$ cat src/rtl/tiger_exec_monitor.sv
// Execution monitor for the Tiger pipeline: run-window cycle/instruction counters and per-channel stall watchdogs.
// Optional PC history ring buffer enabled by defining TIGER_MON_PCHIST_EN.
module tiger_exec_monitor #(
  parameter int          NUM_CH     = 2,
  parameter int          WDOG_W     = 10,
  parameter int          WDOG_LIMIT = 1000,
  parameter int          CNT_W      = 64,
  parameter logic [31:0] START_PC   = 32'h0080_0000,
  parameter logic [31:0] END_PC     = 32'h0000_0010
) (
  input  logic              clk,
  input  logic              reset_n,
  input  logic              clear,
  input  logic [31:0]       pc,
  input  logic              ins_valid,
  input  logic [NUM_CH-1:0] stall,
  output logic [CNT_W-1:0]  cycle_count,
  output logic [CNT_W-1:0]  instr_count,
  output logic              running,
  output logic              done,
  output logic              hang,
  output logic [NUM_CH-1:0] stuck_mask,
  output logic [WDOG_W-1:0] max_stall
`ifdef TIGER_MON_PCHIST_EN
  ,
  input  logic [3:0]        hist_idx,
  output logic [31:0]       hist_pc,
  output logic [4:0]        hist_fill
`endif
);

  typedef enum logic [1:0] {IDLE, RUN, DONE, HANG} state_t;

  localparam logic [WDOG_W-1:0] LIMIT = WDOG_W'(WDOG_LIMIT);

  state_t            state, state_nxt;
  logic [WDOG_W-1:0] wd [NUM_CH];
  logic [NUM_CH-1:0] wd_hit;
  logic [WDOG_W-1:0] wd_max;
  logic              retire;

  // Consecutive-stall count that holds at the limit instead of wrapping.
  function automatic logic [WDOG_W-1:0] wd_step(input logic [WDOG_W-1:0] cur, input logic stall_i);
    if (!stall_i)
      return '0;
    else if (cur >= LIMIT)
      return LIMIT;
    else
      return cur + WDOG_W'(1);
  endfunction

  assign retire = ins_valid & ~(|stall);

  always_comb begin
    wd_hit = '0;
    wd_max = '0;
    for (int i = 0; i < NUM_CH; i++) begin
      if (wd[i] == LIMIT) wd_hit[i] = 1'b1;
      if (wd[i] > wd_max) wd_max = wd[i];
    end
  end

  // A stuck channel outranks both window start and window end in the same cycle.
  always_comb begin
    state_nxt = state;
    unique case (state)
      IDLE: begin
        if (|wd_hit)             state_nxt = HANG;
        else if (pc == START_PC) state_nxt = RUN;
      end
      RUN: begin
        if (|wd_hit)             state_nxt = HANG;
        else if (pc == END_PC)   state_nxt = DONE;
      end
      default: state_nxt = state;
    endcase
  end

  always_ff @(posedge clk or negedge reset_n) begin
    if (!reset_n) begin
      state       <= IDLE;
      cycle_count <= '0;
      instr_count <= '0;
      running     <= 1'b0;
      done        <= 1'b0;
      hang        <= 1'b0;
      stuck_mask  <= '0;
      max_stall   <= '0;
      for (int i = 0; i < NUM_CH; i++) wd[i] <= '0;
    end else if (clear) begin
      state       <= IDLE;
      cycle_count <= '0;
      instr_count <= '0;
      running     <= 1'b0;
      done        <= 1'b0;
      hang        <= 1'b0;
      stuck_mask  <= '0;
      max_stall   <= '0;
      for (int i = 0; i < NUM_CH; i++) wd[i] <= '0;
    end else begin
      state   <= state_nxt;
      running <= (state_nxt == RUN);
      done    <= (state_nxt == DONE);
      if (state == RUN) begin
        cycle_count <= cycle_count + CNT_W'(1);
        if (retire) instr_count <= instr_count + CNT_W'(1);
        if (wd_max > max_stall) max_stall <= wd_max;
      end
      // Watchdogs freeze once hung so the stuck evidence is preserved.
      if (state != HANG) begin
        for (int i = 0; i < NUM_CH; i++) wd[i] <= wd_step(wd[i], stall[i]);
        stuck_mask <= stuck_mask | wd_hit;
        if (|wd_hit) hang <= 1'b1;
      end
    end
  end

`ifdef TIGER_MON_PCHIST_EN
  logic [31:0] hist_mem [16];
  logic [3:0]  wr_ptr;
  logic        hist_wr;

  assign hist_wr = (state == RUN) && retire && !clear;

  // Storage carries no reset so it can map onto a plain register file.
  always_ff @(posedge clk) begin
    if (hist_wr) hist_mem[wr_ptr] <= pc;
  end

  always_ff @(posedge clk or negedge reset_n) begin
    if (!reset_n) begin
      wr_ptr    <= '0;
      hist_fill <= '0;
      hist_pc   <= '0;
    end else if (clear) begin
      wr_ptr    <= '0;
      hist_fill <= '0;
      hist_pc   <= '0;
    end else begin
      if (hist_wr) begin
        wr_ptr <= wr_ptr + 4'd1;
        if (hist_fill != 5'd16) hist_fill <= hist_fill + 5'd1;
      end
      hist_pc <= hist_mem[wr_ptr - 4'd1 - hist_idx];
    end
  end
`endif

endmodule
$ cat config.mk
export PLATFORM = sky130hd
export DESIGN_NAME = tiger_exec_monitor
export DESIGN_NICKNAME = d
export VERILOG_FILES = /design/src/rtl/tiger_exec_monitor.sv
export SDC_FILE = /design/constraint.sdc
export NUM_CORES = 1
export LEC_CHECK = 0
export ABC_CLOCK_PERIOD_IN_PS = 4900
export CORE_ASPECT_RATIO = 1.2
export CORE_MARGIN = 3
export CORE_UTILIZATION = 30
export CTS_CLUSTER_DIAMETER = 40
export CTS_CLUSTER_SIZE = 8
export DETAILED_ROUTE_END_ITERATION = 16
export HOLD_SLACK_MARGIN = 0.15
export PLACE_DENSITY = 0.55
export SLEW_MARGIN = 20
export SYNTH_ARGS = -nofsm -noshare
export SYNTH_HDL_FRONTEND = slang
export SYNTH_SLANG_ARGS = --single-unit
$ cat constraint.sdc
create_clock -name clk -period 4.9 [get_ports clk]
set_clock_uncertainty 0.15 [all_clocks]
set_input_delay 0.735 -clock clk [delete_from_list [all_inputs] [get_ports clk]]
set_output_delay 0.735 -clock clk [all_outputs]
set_load 0.1 [all_outputs]
==> flow_summary.json <==
{
  "status": "completed",
  "finalSetupViolCount": 0,
  "start_util_pct": 30.8,
  "p_int_mw": 2.18,
  "cts_max_level": 4,
  "syn_to_final_growth_pct": 27.9,
  "wl_per_cell_um": 18.0,
  "synth_top_flop_cell": "dfrtp_1",
  "cts.reportedPaths.clkPinSlew_ps": 70,
  "routed_via_density": 5.43,
  "swShare_pct": 23.3,
  "postSynthCellCount": 1119,
  "cts-hold-fix-buffers": 0,
  "async_reset_ff_share_pct": 100,
  "synth_area_leader_cell": "dfrtp_1",
  "drt_iter0_drc": 572,
  "tightest_slew_ps": 1060,
  "maxCapViolCount": 0,
  "route.vias.total": 9111,
  "grt_pass1_wl_mm": 48.7,
  "end_kind": "register",
  "final_cell_mix": "clkdlybuf4s50_1, dfrtp_1, nor2_1, a21oi_1, nand2_1",
  "final_common_cell": "clkdlybuf4s50_1",
  "start_kind": "register",
  "crit_top_cell": "ha_1",
  "synth_area_leaders": "dfrtp_1, a21oi_1, nor2_1, ha_1, or4_1",
  "slew_violations": 0,
  "hpwl_mm": 21.2,
  "slowest_stage": "a2111o_2",
  "pwr-share-seq_pct": 48.1,
  "power_density_nw_per_um2": 227,
  "portBuffers": 180,
  "cts_tree": "yes",
  "cts_sinks": 165,
  "dieArea_um2": 34800,
  "combPwrFrac_pct": 4.7,
  "path_cells": "inv_1 > ha_1 > nor3b_1 > buf_4 > a31oi_1 > ha_1 > nand2b_1 > a211oi_2 > a2111oi_2 > buf_4 > o21ai_0 > nand2_1 > ha_1 > a211oi_1 > nor2_1 > a2111o_2 > and2_2 > a311oi_1",
  "syn_area_um2": 9780,
  "pwr-share-clk_pct": 47.2,
  "fill_cells": 3180,
  "synth_top_area_share_pct": 42.2,
  "die_height_um": 204,
  "cts.path.max_buffers": 2,
  "yosys_warnings": 0,
  "syn_avg_cell_area_um2": 8.74,
  "coreArea_um2": 31700,
  "track_usage_pct": 17.2,
  "drc_errors": 0,
  "gp_congestion": 0.820,
  "syn-num-nets": 1183,
  "drive_gt1_share_pct": 6.43,
  "totalWireLength_mm": 30.1,
  "rsz0062_at_grt": "false",
  "drt_pass1_iterations": 5,
  "ant_nets": 0,
  "rows": 71,
  "max_stage_delay_ps": 560,
  "fin_crit_sh_pct": 93.3,
  "hold_violations": 0,
  "ys_seq_area_share_pct": 42.2,
  "power_switching_mw": 0.662,
  "grt_pass1_vias": 8931,
  "cts_buffers": 17,
  "postLayoutCoreUtil_pct": 39.4,
  "post-route-cell-area_um2": 12500,
  "ys_seq_elements": 165,
  "crit_fanout": 11,
  "finalCriticalPeriod_ps": 4570,
  "peakVddDrop_mv": 0.154,
  "synth.distinct_cells": 59,
  "fp.dieW_um": 171,
  "required_ps": 5080,
  "relSlewSlack_pct": 29.3,
  "placed_area_um2": 11900,
  "worstSkewPairLatency_ps": 430,
  "grt_start_max_net_pins": 91,
  "antenna_found_initial": 1,
  "cts_root_buffer": "clkbuf_16",
  "nNetsFinal": 1326,
  "fmax_ghz": 0.219,
  "worst_ep_arrival_time_ps": 4750,
  "critical_path_class": "reg -> reg",
  "post_cts_buffers": 0,
  "synth_edf_count": 0,
  "fin_tns_setup_ps": 0,
  "grt_overflow": 0,
  "ios": 181,
  "p_leak_nw": 4.67,
  "hp-class": "in -> async"
}
## synth_stat cells (13+ instances only)
cell and number:
inv_1 48, or4_1 40, ha_1 26, and4_1 22, nor4_1 38, nand2_1 79
xor2_1 13, nand3_1 49, o21ai_0 44, nor2b_1 21, dfrtp_1 165, clkbuf_1 56
nand4_1 47, or3_1 28, nor2_1 106, a21oi_1 97, nor3_1 27, mux2_2 23
xnor2_1 27, a311oi_1 13, and3_1 25, o31ai_1 37
## power by group through the flow
stage / clock, mW / sequential (mW) / combinational, mW
floorplan: 0 / 1.39 / 0.0535
global placement: 0 / 1.39 / 0.136
detailed placement: 0 / 1.39 / 0.136
CTS: 1.39 / 1.36 / 0.137
global route: 1.44 / 1.36 / 0.152
finish: 1.34 / 1.37 / 0.134
## cell type report
| class | instances | area [µm²] | share of cell area, % |
|---|---|---|---|
| Antenna cell | 1 | 2.50 | 0.0200 |
| Clock buffer | 24 | 462 | 3.69 |
| Clock inverter | 8 | 101 | 0.810 |
| Inverter | 48 | 180 | 1.44 |
| Multi-Input combinational cell | 835 | 5200 | 41.6 |
| Sequential cell | 165 | 4130 | 33.0 |
| Tap cell | 401 | 502 | 4.01 |
| Timing Repair Buffer | 195 | 1930 | 15.4 |
## logic make-up (layout without fill, tap and decap cells)
family / count (synthesis) / after routing / synth area share, %
flops: 165 / 165 / 42.2
xor+xnor: 40 / 40 / 3.58
buf+inv: 119 / 275 / 4.73
mux: 28 / 28 / 3.18
fa+ha+maj: 26 / 26 / 3.33
compound gates: 220 / 220 / 13.7
simple gates: 521 / 521 / 29.3
other cells: 0 / 1 / 0
## path summary, 6_finish.rpt
check / start / end / slack (ps) / depth (start not counted)
worst min register to register: stuck_mask[1]$_DFFE_PN0P_ / stuck_mask[1]$_DFFE_PN0P_ / 380 / 2
min in group clk: stuck_mask[1]$_DFFE_PN0P_ / stuck_mask[1]$_DFFE_PN0P_ / 380 / 2
worst max register to register: wd[10]$_DFFE_PN0P_ / max_stall[6]$_DFFE_PN0P_ / 330 / 18
worst max-delay path: wd[10]$_DFFE_PN0P_ / max_stall[6]$_DFFE_PN0P_ / 330 / 18
worst min-delay path: reset_n / cycle_count[36]$_DFFE_PN0P_ / 240 / 1
max in group asynchronous: reset_n / instr_count[15]$_DFFE_PN0P_ / 3440 / 2
## per-stage QoR
stage | power [mW] | cells | hold WS, ps | setup slack [ps]
2_1_floorplan | 1.44 | 1119 | 289 | 614
3_3_place_gp | 1.53 | 1644 | 336 | 443
3_5_place_dp | 1.53 | 1644 | 388 | 238
4_1_cts | 2.89 | 1676 | 274 | 213
5_1_grt | 2.96 | 1677 | 298 | 67.2
6_report | 2.84 | 1677 | 236 | 327
## routing by layer
layer  vias to the layer above  global-route usage (%)  routed length [µm]
met3                        38                    3.17                1290
li1                       4402                       -                   -
met5                         -                       0                   0
met4                         0                    6.33                 816
met1                      4445                    22.2               13200
met2                       226                    28.9               14800
## critical path, delay by kind of cell (launching register included)
| kind | cells | cell delay, ps |
|---|---|---|
| and+or+nand+nor | 5 | 940 |
| AOI/OAI and AO/OA | 7 | 1780 |
| DFF | 1 | 410 |
| buffers and inverters | 3 | 500 |
| adders and majority gates | 3 | 700 |
## what timing repair did
| item | CTS | global route |
|---|---|---|
| setup endpoints to repair | 0 | 10 |
| gates resized for setup | 0 | 4 |
| endpoints found under the hold margin | 0 | 0 |
## sequential cells by signal (all words and copies together), names as in the netlist
| signal | flops |
|---|---|
| stuck_mask | 2 |
| done | 1 |
| cycle_count | 64 |
| wd | 20 |
| state | 2 |
| instr_count | 64 |
| hang | 1 |
| running | 1 |
| max_stall | 10 |
No activity file was read; power rests on OpenSTA's default activity.
